===== src/rtl/forward_update_window_pkg.sv =====
// -----------------------------------------------------------------------------
// forward_update_window_pkg
//
// Shared types and width constants for the forward update window.
//
// Contents:
//   DATA_W / KEY_W / HASH_ADR_W / SHIFT_ADR_W  field widths of a window entry
//   DEPTH_DEFAULT                               default number of window entries
//   own_entry_t                                 one committed own-memory write
//   nm_entry_t                                  one committed next-memory write
//   own_none() / nm_none()                      all-zero entries ("no match")
//
// In both entry structs the 'occupied' bit sits in the MSB. The match selector
// returns all zeros when nothing hits, so 'occupied' of a selected entry
// doubles as the "match found" flag.
// -----------------------------------------------------------------------------
package forward_update_window_pkg;

    localparam int DATA_W        = 4;
    localparam int KEY_W         = 2;
    localparam int HASH_ADR_W    = 2;
    localparam int SHIFT_ADR_W   = 2;
    localparam int DEPTH_DEFAULT = 2;

    typedef struct packed {
        logic                   occupied;
        logic [HASH_ADR_W-1:0]  hash_adr;
        logic [DATA_W-1:0]      data;
        logic [KEY_W-1:0]       key;
        logic                   valid;
        logic [SHIFT_ADR_W-1:0] shift_adr;
        logic                   shift_valid;
    } own_entry_t;

    typedef struct packed {
        logic                   occupied;
        logic [SHIFT_ADR_W-1:0] hash_adr;
        logic                   valid;
    } nm_entry_t;

    localparam int OWN_ENTRY_W = $bits(own_entry_t);
    localparam int NM_ENTRY_W  = $bits(nm_entry_t);

    function automatic own_entry_t own_none();
        own_entry_t e;
        e = '0;
        return e;
    endfunction

    function automatic nm_entry_t nm_none();
        nm_entry_t e;
        e = '0;
        return e;
    endfunction

endpackage


===== src/rtl/forward_match_select.sv =====
// -----------------------------------------------------------------------------
// forward_match_select
//
// Youngest-match priority selector. Candidate 0 is the youngest, candidate
// N-1 the oldest. The lowest-indexed candidate whose hit bit is set is
// returned; if no hit bit is set the output is all zeros.
//
// Ports:
//   hit   [N]      per-candidate match flags
//   cand  [N] x W  candidate payloads (packed entries)
//   sel   W        selected payload, or '0 when nothing matches
// -----------------------------------------------------------------------------
module forward_match_select #(
    parameter int N = 3,
    parameter int W = 8
) (
    input  logic [N-1:0] hit,
    input  logic [W-1:0] cand [N],
    output logic [W-1:0] sel
);

    // Scan oldest to youngest so that a younger hit overwrites an older one.
    always_comb begin
        sel = '0;
        for (int i = N - 1; i >= 0; i--) begin
            if (hit[i]) begin
                sel = cand[i];
            end
        end
    end

endmodule


===== src/rtl/forward_update_window.sv =====
// -----------------------------------------------------------------------------
// forward_update_window
//
// Keeps the last DEPTH own-memory writes and the last DEPTH next-memory writes
// in two shift-register windows (entry 0 youngest) and forwards the youngest
// entry matching the address of the request currently being read. Lookup is
// registered (latency 1); a write presented in the same cycle as the query is
// treated as younger than every stored entry (write bypass).
//
// Ports:
//   clk, reset                 clock, synchronous active-high reset
//   clk_en                     stage enable; low freezes everything
//   flush_i                    drop all window entries (wins over writes)
//   wr_en_i                    own-memory write this cycle
//   wr_hash_adr_i, wr_data_i,
//   wr_key_i, wr_valid_i       written own-memory slot contents
//   wr_shift_adr_i,
//   wr_shift_valid_i           shift target stored with the own entry
//   nm_wr_en_i, nm_wr_adr_i,
//   nm_wr_valid_i              next-memory write this cycle
//   query_hash_adr_i           own-memory address being read
//   query_shift_adr_i          next-memory address being read
//   forward_*_o                youngest matching own entry (0s if none)
//   forward_updated_mem_o      own match found
//   forward_next_mem_*_o       youngest matching next-memory entry (0s if none)
//   occupancy_o                number of occupied own entries (saturates)
//
// The entry structs take their field widths from forward_update_window_pkg;
// the width parameters here must be kept equal to those constants.
// -----------------------------------------------------------------------------
module forward_update_window
    import forward_update_window_pkg::*;
#(
    parameter int DATA_WIDTH           = DATA_W,
    parameter int KEY_WIDTH            = KEY_W,
    parameter int HASH_ADR_WIDTH       = HASH_ADR_W,
    parameter int SHIFT_HASH_ADR_WIDTH = SHIFT_ADR_W,
    parameter int DEPTH                = DEPTH_DEFAULT
) (
    input  logic                            clk,
    input  logic                            reset,
    input  logic                            clk_en,
    input  logic                            flush_i,

    input  logic                            wr_en_i,
    input  logic [HASH_ADR_WIDTH-1:0]       wr_hash_adr_i,
    input  logic [DATA_WIDTH-1:0]           wr_data_i,
    input  logic [KEY_WIDTH-1:0]            wr_key_i,
    input  logic                            wr_valid_i,
    input  logic [SHIFT_HASH_ADR_WIDTH-1:0] wr_shift_adr_i,
    input  logic                            wr_shift_valid_i,

    input  logic                            nm_wr_en_i,
    input  logic [SHIFT_HASH_ADR_WIDTH-1:0] nm_wr_adr_i,
    input  logic                            nm_wr_valid_i,

    input  logic [HASH_ADR_WIDTH-1:0]       query_hash_adr_i,
    input  logic [SHIFT_HASH_ADR_WIDTH-1:0] query_shift_adr_i,

    output logic [HASH_ADR_WIDTH-1:0]       forward_hash_adr_o,
    output logic [DATA_WIDTH-1:0]           forward_data_o,
    output logic [KEY_WIDTH-1:0]            forward_key_o,
    output logic                            forward_valid_o,
    output logic [SHIFT_HASH_ADR_WIDTH-1:0] forward_shift_hash_adr_o,
    output logic                            forward_shift_valid_o,
    output logic                            forward_updated_mem_o,

    output logic [SHIFT_HASH_ADR_WIDTH-1:0] forward_next_mem_hash_adr_o,
    output logic                            forward_next_mem_valid_o,
    output logic                            forward_next_mem_updated_o,

    output logic [$clog2(DEPTH+1)-1:0]      occupancy_o
);

    localparam int                OCC_W   = $clog2(DEPTH + 1);
    localparam logic [OCC_W-1:0]  OCC_MAX = OCC_W'(DEPTH);
    localparam logic [OCC_W-1:0]  OCC_ONE = OCC_W'(1);

    // ------------------------------------------------------------------
    // Incoming entries
    // ------------------------------------------------------------------
    own_entry_t own_wr;
    nm_entry_t  nm_wr;

    always_comb begin
        own_wr             = own_none();
        own_wr.occupied    = 1'b1;
        own_wr.hash_adr    = wr_hash_adr_i;
        own_wr.data        = wr_data_i;
        own_wr.key         = wr_key_i;
        own_wr.valid       = wr_valid_i;
        own_wr.shift_adr   = wr_shift_adr_i;
        own_wr.shift_valid = wr_shift_valid_i;

        nm_wr              = nm_none();
        nm_wr.occupied     = 1'b1;
        nm_wr.hash_adr     = nm_wr_adr_i;
        nm_wr.valid        = nm_wr_valid_i;
    end

    // ------------------------------------------------------------------
    // Window shift registers and occupancy
    // Only the occupied bits are reset; payloads are don't-care while the
    // entry is unoccupied because a hit requires occupied=1.
    // ------------------------------------------------------------------
    own_entry_t       own_q [DEPTH];
    nm_entry_t        nm_q  [DEPTH];
    logic [OCC_W-1:0] occ_q;

    always_ff @(posedge clk) begin
        if (reset) begin
            for (int i = 0; i < DEPTH; i++) begin
                own_q[i].occupied <= 1'b0;
                nm_q[i].occupied  <= 1'b0;
            end
        end else if (clk_en) begin
            if (flush_i) begin
                for (int i = 0; i < DEPTH; i++) begin
                    own_q[i].occupied <= 1'b0;
                    nm_q[i].occupied  <= 1'b0;
                end
            end else begin
                if (wr_en_i) begin
                    own_q[0] <= own_wr;
                    for (int i = 1; i < DEPTH; i++) begin
                        own_q[i] <= own_q[i-1];
                    end
                end
                if (nm_wr_en_i) begin
                    nm_q[0] <= nm_wr;
                    for (int i = 1; i < DEPTH; i++) begin
                        nm_q[i] <= nm_q[i-1];
                    end
                end
            end
        end
    end

    // Every write pushes an occupied entry in, so occupancy is a saturating
    // write counter rather than a popcount of the occupied bits.
    always_ff @(posedge clk) begin
        if (reset) begin
            occ_q <= '0;
        end else if (clk_en) begin
            if (flush_i) begin
                occ_q <= '0;
            end else if (wr_en_i && (occ_q != OCC_MAX)) begin
                occ_q <= occ_q + OCC_ONE;
            end
        end
    end

    // ------------------------------------------------------------------
    // Match candidates: index 0 is the same-cycle write, index i+1 is
    // window entry i. This puts the bypass path ahead of every stored entry.
    // ------------------------------------------------------------------
    logic [DEPTH:0]         own_hit;
    logic [OWN_ENTRY_W-1:0] own_cand [DEPTH+1];
    logic [DEPTH:0]         nm_hit;
    logic [NM_ENTRY_W-1:0]  nm_cand  [DEPTH+1];

    always_comb begin
        own_hit     = '0;
        nm_hit      = '0;
        own_hit[0]  = wr_en_i && (wr_hash_adr_i == query_hash_adr_i);
        own_cand[0] = own_wr;
        nm_hit[0]   = nm_wr_en_i && (nm_wr_adr_i == query_shift_adr_i);
        nm_cand[0]  = nm_wr;
        for (int i = 0; i < DEPTH; i++) begin
            own_hit[i+1]  = own_q[i].occupied && (own_q[i].hash_adr == query_hash_adr_i);
            own_cand[i+1] = own_q[i];
            nm_hit[i+1]   = nm_q[i].occupied && (nm_q[i].hash_adr == query_shift_adr_i);
            nm_cand[i+1]  = nm_q[i];
        end
    end

    logic [OWN_ENTRY_W-1:0] own_sel;
    logic [NM_ENTRY_W-1:0]  nm_sel;

    forward_match_select #(
        .N (DEPTH + 1),
        .W (OWN_ENTRY_W)
    ) u_own_select (
        .hit  (own_hit),
        .cand (own_cand),
        .sel  (own_sel)
    );

    forward_match_select #(
        .N (DEPTH + 1),
        .W (NM_ENTRY_W)
    ) u_nm_select (
        .hit  (nm_hit),
        .cand (nm_cand),
        .sel  (nm_sel)
    );

    // ------------------------------------------------------------------
    // Registered lookup result. The selected entry's occupied bit is the
    // "updated" flag, since the selector yields zeros on a miss.
    // ------------------------------------------------------------------
    own_entry_t own_out_q;
    nm_entry_t  nm_out_q;

    always_ff @(posedge clk) begin
        if (reset) begin
            own_out_q <= own_none();
            nm_out_q  <= nm_none();
        end else if (clk_en) begin
            if (flush_i) begin
                own_out_q <= own_none();
                nm_out_q  <= nm_none();
            end else begin
                own_out_q <= own_entry_t'(own_sel);
                nm_out_q  <= nm_entry_t'(nm_sel);
            end
        end
    end

    assign forward_updated_mem_o       = own_out_q.occupied;
    assign forward_hash_adr_o          = own_out_q.hash_adr;
    assign forward_data_o              = own_out_q.data;
    assign forward_key_o               = own_out_q.key;
    assign forward_valid_o             = own_out_q.valid;
    assign forward_shift_hash_adr_o    = own_out_q.shift_adr;
    assign forward_shift_valid_o       = own_out_q.shift_valid;

    assign forward_next_mem_updated_o  = nm_out_q.occupied;
    assign forward_next_mem_hash_adr_o = nm_out_q.hash_adr;
    assign forward_next_mem_valid_o    = nm_out_q.valid;

    assign occupancy_o                 = occ_q;

endmodule


===== config.mk =====
export PLATFORM = sky130hd
export DESIGN_NAME = forward_update_window
export DESIGN_NICKNAME = d
export VERILOG_FILES = /design/src/rtl/forward_update_window_pkg.sv /design/src/rtl/forward_match_select.sv /design/src/rtl/forward_update_window.sv
export SDC_FILE = /design/constraint.sdc
export NUM_CORES = 1
export LEC_CHECK = 0
export BUFFER_PORTS_ARGS = -buffer_cell sky130_fd_sc_hd__buf_2
export CAP_MARGIN = 40
export CORE_MARGIN = 2
export CORE_UTILIZATION = 55
export CTS_BUF_LIST = sky130_fd_sc_hd__clkbuf_8
export CTS_CLUSTER_DIAMETER = 80
export DETAILED_ROUTE_END_ITERATION = 8
export PLACE_DENSITY = 0.79
export SETUP_SLACK_MARGIN = 0.1
export SYNTH_ARGS = -nofsm -noshare
export SYNTH_HDL_FRONTEND = slang
export SYNTH_SLANG_ARGS = --single-unit

===== constraint.sdc =====
create_clock -name clk -period 4.9 [get_ports clk]
set_clock_uncertainty 0.05 [all_clocks]
set_input_delay 0.245 -clock clk [delete_from_list [all_inputs] [get_ports clk]]
set_output_delay 0.245 -clock clk [all_outputs]
set_load 0.02 [all_outputs]

==> flow_summary.yaml, run 1 <==
finish:
  final_layout_size_suffix_gt1_share_pct: 21.7
  antenna_cells: 0
  regArea_mm2: 0.00140
  final-instance-count-excl-fill: 329
  layout.filler_cells: 346
  multi_input_comb_area_mm2: 0.00100
  design.final.nets: 302
  flow.area_growth_from_synthesis_pct: 13.0
clocking:
  ctsRootBufferMaster: "sky130_fd_sc_hd__clkbuf_8"
  cts_buffer_depth: 2
  clk_pin_slew_worst_paths_ns: 0.09
  clock_sinks: 53
  clk_latency_ns: 0.29
  cts_hold_buf: 0
  cts_resized: 0
  tritoncts: "done"
  ctsHtreeMaxLevel: 2
  post_cts_setup_inserts: 0
  cts_buffers: 5
setup_path:
  critPathCaptureType: "register"
  reg2regPathDepth: 5
  r2r-start: "own_q[0][11]"
  worstSetupStartpointType: "register"
  timing_worst_setup_path_type: "reg -> reg"
  timing.critical_path.required_ns: 5.06
  critical_path.max_fanout: 11
  cp_cell_sequence: "xnor2_1 -> buf_4 -> and3_4 -> o311a_1 -> nor4_2"
  cpPeakStageDelay_ns: 0.43
  crit_slowest_cell: "sky130_fd_sc_hd__edfxtp_1"
  rr_endpoint: "forward_hash_adr_o[0]"
  reg2reg_slack_ns: 3.03
  critPathArrivalTime_ns: 2.02
global_route:
  number_of_antenna_violations_at_the_first_check_in_global_routing: 0
  largest_net_degree_at_the_start_of_global_routing: 48
  track_usage_pct: 21.5
  gr-total-overflow: 0
  global_route_wire_length_before_repair_um: 8650
  number_of_global_route_vias_before_repair: 1758
sta:
  finalSetupViolations: 0
  finalWorstPathRequiredPeriod_ns: 1.87
  final_period_utilization_pct: 38.1
  max_slew.worst_pin.slew_ns: 0.839
  timing.setup.tns_ns: 0
  finalHoldViolCount: 0
  grt_setup_unrepaired: "false"
  max_freq_mhz: 536
  finalMaxSlewViolations: 0
  fin_ws_ns: 3.03
  timing.max_slew.rel_slack_pct: 43.9
logic_synthesis:
  syn_inst_count: 241
  synth_flop_cell: "sky130_fd_sc_hd__edfxtp_1"
  post_synthesis_sequential_element_count: 53
  synth.distinct_cells: 36
  mappedNetlistNets: 267
  syn-mean-instance-area_um2: 10.5
  netlist.top_cell.by_area: "sky130_fd_sc_hd__edfxtp_1"
  synth-async-reset-ratio_pct: 0
  total_number_of_yosys_warnings: 0
  synth_area_leaders: "sky130_fd_sc_hd__edfxtp_1, sky130_fd_sc_hd__dfxtp_1, sky130_fd_sc_hd__and3_1"
  post_synth_edffs: 34
  syn-cell-area_mm2: 0.00254
  synth-seq-area-share_pct: 55.3
  synth_top_area_share_pct: 40.3
floorplan:
  initial_core_util_pct: 57.8
  ios: 44
  coreArea_mm2: 0.00438
  row_count: 24
  die_height_um: 71.9
  die_width_um: 71.9
  floorplan.die_area_mm2: 0.00517
power_and_ir_drop:
  power_leakage_nw: 1.17
  vdd_ir_drop_max_mv: 0.189
  power_per_standard_cell_area_mw_per_mm2: 291
placement:
  place.detailed.hpwl_um: 3530
  gp_routability_congestion: 0.913
  port_buffers: 43
  pre_cts_ws_ns: 2.86
  post-place-cells: 321
detailed_routing:
  route.detailed.vias_per_inst: 5.88
  via_count: 1934
  ant_nets: 0
  initialDrtViolationCount: 159
  post-route-drc-count: 0
  post_drt_wl_per_cell_um: 15.7
  drt-pass1-iter-count: 4
  wire_length_after_detailed_routing_um: 5170
run:
  maxCapViolations: 0
run_status:
  run_status: "complete, no violations"
min_path:
  timing.hold.worst_endpoint: "forward_data_o[1]"
  hold_class: "in -> reg"
  timing.hold.worst_path_depth: 3
  hold_path_startpoint: "wr_data_i[1]"
[layer usage]
metal	vias up	share of wire, %	GRT usage [%]
li1	964	-	-
met1	918	46	31.2
met2	47	48	34.0
met3	5	5.2	3.61
met4	0	0.74	5.66
met5	-	0	0
[area by class of cell]
type / count / area share, %
Tap cell: 52 / 2.27
Clock buffer: 6 / 2.88
Sequential cell: 53 / 48.9
Timing Repair Buffer: 48 / 9.08
Multi-Input combinational cell: 155 / 34.9
Clock inverter: 2 / 0.262
Inverter: 13 / 1.70
[cells by family (layout without fill, tap and decap cells)]
family          Yosys count  in the layout  share of synthesized area (%)
buf+inv                  33             69                           5.38
fa+ha+maj                 1              1                          0.493
xor+xnor                 12             12                           4.14
flops                    53             53                           55.3
simple gates             93             93                           21.0
compound gates           49             49                           13.7
[synthesized netlist by cell type, drive strengths merged (7+ instances only)]
cell	n
and3	36
edfxtp	34
o21ai	22
dfxtp	19
clkbuf	15
nand2	12
nand3	12
nand4	12
xnor2	12
o311a	11
clkinv	8
nor2	7
[report_power, final]
group | internal, W | switching (W)
Sequential | 0.000484 | 0.00000872
Clock | 0.000111 | 0.000132
Combinational | 0.0000397 | 0.0000589
Total | 0.000635 | 0.000200
[worst max-delay path by stage]
stage                      start               endpoint  slack, ns
floorplan                  reset            own_q[0][0]       3.00
global placement    own_q[0][11]      forward_data_o[3]       2.86
detailed placement       wr_en_i  forward_hash_adr_o[0]       2.86
CTS                 own_q[0][11]  forward_hash_adr_o[0]       3.05
global route        own_q[0][11]  forward_hash_adr_o[0]       2.93
finish              own_q[0][11]  forward_hash_adr_o[0]       3.03
[sequential cells by signal (all words and copies together), names as in the netlist]
register,flops
nm_q,8
forward_next_mem_hash_adr_o,2
forward_shift_hash_adr_o,2
forward_next_mem_updated_o,1
forward_next_mem_valid_o,1
forward_updated_mem_o,1
forward_data_o,4
occupancy_o,2
own_q,26
forward_key_o,2
forward_hash_adr_o,2
forward_valid_o,1
forward_shift_valid_o,1
[cells in the final DEF, fill, tap and decap left out]
cell type / count
sky130_fd_sc_hd__buf_2: 43
sky130_fd_sc_hd__and3_1: 35
sky130_fd_sc_hd__edfxtp_1: 34
sky130_fd_sc_hd__dfxtp_1: 19
sky130_fd_sc_hd__xnor2_1: 12
sky130_fd_sc_hd__nand4_1: 12
sky130_fd_sc_hd__nand2_1: 12
sky130_fd_sc_hd__o21ai_0: 11
sky130_fd_sc_hd__o21ai_1: 11
sky130_fd_sc_hd__nand3_1: 11
sky130_fd_sc_hd__o311a_1: 11
sky130_fd_sc_hd__clkinv_1: 8
sky130_fd_sc_hd__inv_1: 7
sky130_fd_sc_hd__nor2_1: 6
sky130_fd_sc_hd__clkbuf_8: 6
sky130_fd_sc_hd__nand2b_1: 5
sky130_fd_sc_hd__buf_4: 4
sky130_fd_sc_hd__nor3_1: 3
sky130_fd_sc_hd__a21oi_1: 3
sky130_fd_sc_hd__a22o_1: 3
sky130_fd_sc_hd__and2_1: 2
sky130_fd_sc_hd__nor2b_1: 2
sky130_fd_sc_hd__a41oi_1: 2
sky130_fd_sc_hd__nor2_2: 1
sky130_fd_sc_hd__a21bo_2: 1
sky130_fd_sc_hd__and3_4: 1
sky130_fd_sc_hd__nand3_2: 1
sky130_fd_sc_hd__nor4_2: 1
sky130_fd_sc_hd__a32o_1: 1
sky130_fd_sc_hd__nand3b_1: 1
sky130_fd_sc_hd__a31o_2: 1
sky130_fd_sc_hd__a221oi_1: 1
sky130_fd_sc_hd__o311ai_1: 1
sky130_fd_sc_hd__o21a_1: 1
sky130_fd_sc_hd__a31oi_1: 1
sky130_fd_sc_hd__a311oi_1: 1
sky130_fd_sc_hd__ha_1: 1
sky130_fd_sc_hd__buf_8: 1
[critical path, delay by kind of cell, from the launching register on]
kind	cells	cell delay (ns)
DFF	1	0.43
xor gates and xnor gates	1	0.25
AOI/OAI and AO/OA	1	0.35
buffers and inverters	1	0.22
and+or+nand+nor	2	0.48
[per-stage QoR]
stage / hold WS, ns / total power, W / instance area, µm² / util, %
final: 0.205 / 0.000834 / 2870 / 65.4
after floorplan: 0.350 / 0.000567 / 2540 / -
after global placement: 0.381 / 0.000595 / 2740 / 62.5
after detailed placement: 0.385 / 0.000600 / 2780 / 63.3
after global routing: 0.202 / 0.000865 / 2870 / 65.4
after CTS: 0.201 / 0.000838 / 2870 / 65.4
Power figures use the tool's default switching activity.
==> run 2: changes to the inputs <==
Clock period 4.9 ns to 1.72 ns, I/O delays scaled along.
==> flow_summary.yaml, run 2 (synthesized netlist as in run 1, its figures left out) <==
sta:
  grt_setup_unrepaired: "false"
  max_slew.worst_pin.slew_ns: 0.356
  finalSetupViolations: 0
  finalMaxSlewViolations: 0
  timing.max_slew.rel_slack_pct: 76.1
  finalHoldViolCount: 0
  finalWorstPathRequiredPeriod_ns: 1.54
  timing.setup.tns_ns: 0
  max_freq_mhz: 651
  final_period_utilization_pct: 89.3
setup_path:
  cp_cell_sequence: "xnor2_2 -> nand3_4 -> o311a_1 -> nor4_2"
  worstSetupStartpointType: "register"
  critical_path.max_fanout: 6
  timing.critical_path.required_ns: 1.90
  r2r-start: "own_q[0][23]"
  rr_endpoint: "forward_hash_adr_o[0]"
  reg2regPathDepth: 4
  critPathLaunch: "own_q[0][23]"
  timing_worst_setup_path_type: "reg -> reg"
  critPathArrivalTime_ns: 1.72
  critPathCaptureType: "register"
  crit_slowest_cell: "sky130_fd_sc_hd__edfxtp_1"
  cpPeakStageDelay_ns: 0.45
  worst_setup_path_endpoint: "forward_hash_adr_o[0]"
  reg2reg_slack_ns: 0.18
placement:
  gp_routability_congestion: 0.818
  port_buffers: 43
  place.detailed.hpwl_um: 4030
  post-place-cells: 328
global_route:
  track_usage_pct: 24.8
  global_route_met3_utilization_pct: 5.14
  met2_demand_to_capacity_share_in_global_routing_pct: 40.1
  gr-total-overflow: 0
  number_of_global_route_vias_before_repair: 2031
  largest_net_degree_at_the_start_of_global_routing: 26
  number_of_antenna_violations_at_the_first_check_in_global_routing: 0
  global_route_wire_length_before_repair_um: 9860
  most_used_routing_layer_in_global_routing: "met2"
  grt_util_met1_pct: 33.7
floorplan:
  initial_core_util_pct: 57.8
  ios: 44
  floorplan.die_area_mm2: 0.00517
  die_height_um: 71.9
  row_count: 24
  die_width_um: 71.9
  coreArea_mm2: 0.00438
detailed_routing:
  wire_length_after_detailed_routing_um: 6080
  route.detailed.vias_per_inst: 6.17
  post_drt_wl_per_cell_um: 17.9
  post-route-drc-count: 0
  ant_nets: 0
  drt-pass1-iter-count: 4
  initialDrtViolationCount: 165
  via_count: 2098
clocking:
  cts_buffers: 5
  clk_latency_ns: 0.31
  cts_hold_buf: 0
  clock_sinks: 53
  cts_buffer_depth: 2
  clk_pin_slew_worst_paths_ns: 0.10
  ctsRootBufferMaster: "sky130_fd_sc_hd__clkbuf_8"
  tritoncts: "done"
  ctsHtreeMaxLevel: 2
power_and_ir_drop:
  vdd_ir_drop_max_mv: 0.838
  power_per_standard_cell_area_mw_per_mm2: 898
  power_leakage_nw: 1.25
finish:
  design.final.nets: 313
  final_layout_size_suffix_gt1_share_pct: 26.4
  final-instance-count-excl-fill: 340
  layout_commonest_cell: "sky130_fd_sc_hd__buf_2"
  largest_register_ff_count: 26
  flow.area_growth_from_synthesis_pct: 19.3
  reg_with_most_ffs: "own_q"
  antenna_cells: 0
  final_cell_mix: "sky130_fd_sc_hd__buf_2, sky130_fd_sc_hd__and3_1, sky130_fd_sc_hd__edfxtp_1, sky130_fd_sc_hd__dfxtp_1, sky130_fd_sc_hd__buf_4"
run_status:
  run_status: "complete, no violations"
min_path:
  hold_class: "in -> reg"
run:
  maxCapViolations: 0
[run 2: changes by cell type in the layout (fill, tap and decap cells not counted), sizes merged]
cell and delta:
buf +11, bufinv +2, inv -2, clkbuf -1
clkinv +1
[run 2: worst min path at each step]
stage	start	slack, ns	endpoint	depth (start not counted)
6_report	reset	0.02	forward_hash_adr_o[0]	2
4_1_cts	reset	0.009	occupancy_o[0]	2
5_1_grt	reset	0.03	occupancy_o[1]	2
3_5_place_dp	reset	0.33	forward_next_mem_hash_adr_o[0]	2
3_3_place_gp	reset	0.34	occupancy_o[0]	2
2_1_floorplan	query_hash_adr_i[1]	0.19	forward_hash_adr_o[1]	1
[run 2: per-layer routing]
metal / wire, µm / share of wire [%]
met5: 0 / 0
met3: 406 / 6.7
met1: 2610 / 43
met4: 102 / 1.7
met2: 2970 / 49
[run 2: worst max-delay path: cells and delay by family (launching register included)]
| kind | cells | cell delay (ns) |
|---|---|---|
| DFF | 1 | 0.45 |
| and+or+nand+nor | 2 | 0.38 |
| xor gates and xnor gates | 1 | 0.25 |
| AOI/OAI and AO/OA | 1 | 0.33 |
[run 2: timing repair]
item,4_1_cts,5_1_grt
pin swaps,1,2
resized for setup,0,4
buffers inserted,0,4
setup endpoints to repair,1,6
[run 2: report_power, final]
part / total (W) / switching, W / internal [W] / leakage, nW
sequential: 0.00140 / 0.0000208 / 0.00138 / 0.474
clock: 0.00100 / 0.000425 / 0.000578 / 0.0681
combinational: 0.000315 / 0.000185 / 0.000130 / 0.709
total: 0.00272 / 0.000631 / 0.00209 / 1.25
[run 2: layout make-up]
type,count,area [µm²]
Sequential cell,53,1400
Fill cell,321,1360
Multi-Input combinational cell,155,1020
Timing Repair Buffer,59,352
Clock buffer,5,68.8
Clock inverter,3,65.1
Tap cell,52,65.1
Inverter,13,48.8
[run 2: stage by stage]
step,utilization [%],hold WS (ns),setup WS (ns),area (µm²),power [W]
3_5_place_dp,64.7,0.334,0.0890,2840,0.00173
3_3_place_gp,64.7,0.341,0.215,2840,0.00172
6_report,69.0,0.0195,0.184,3030,0.00272
2_1_floorplan,-,0.191,0.230,2540,0.00161
4_1_cts,67.7,0.00911,0.104,2970,0.00270
5_1_grt,69.0,0.0330,0.0840,3030,0.00279
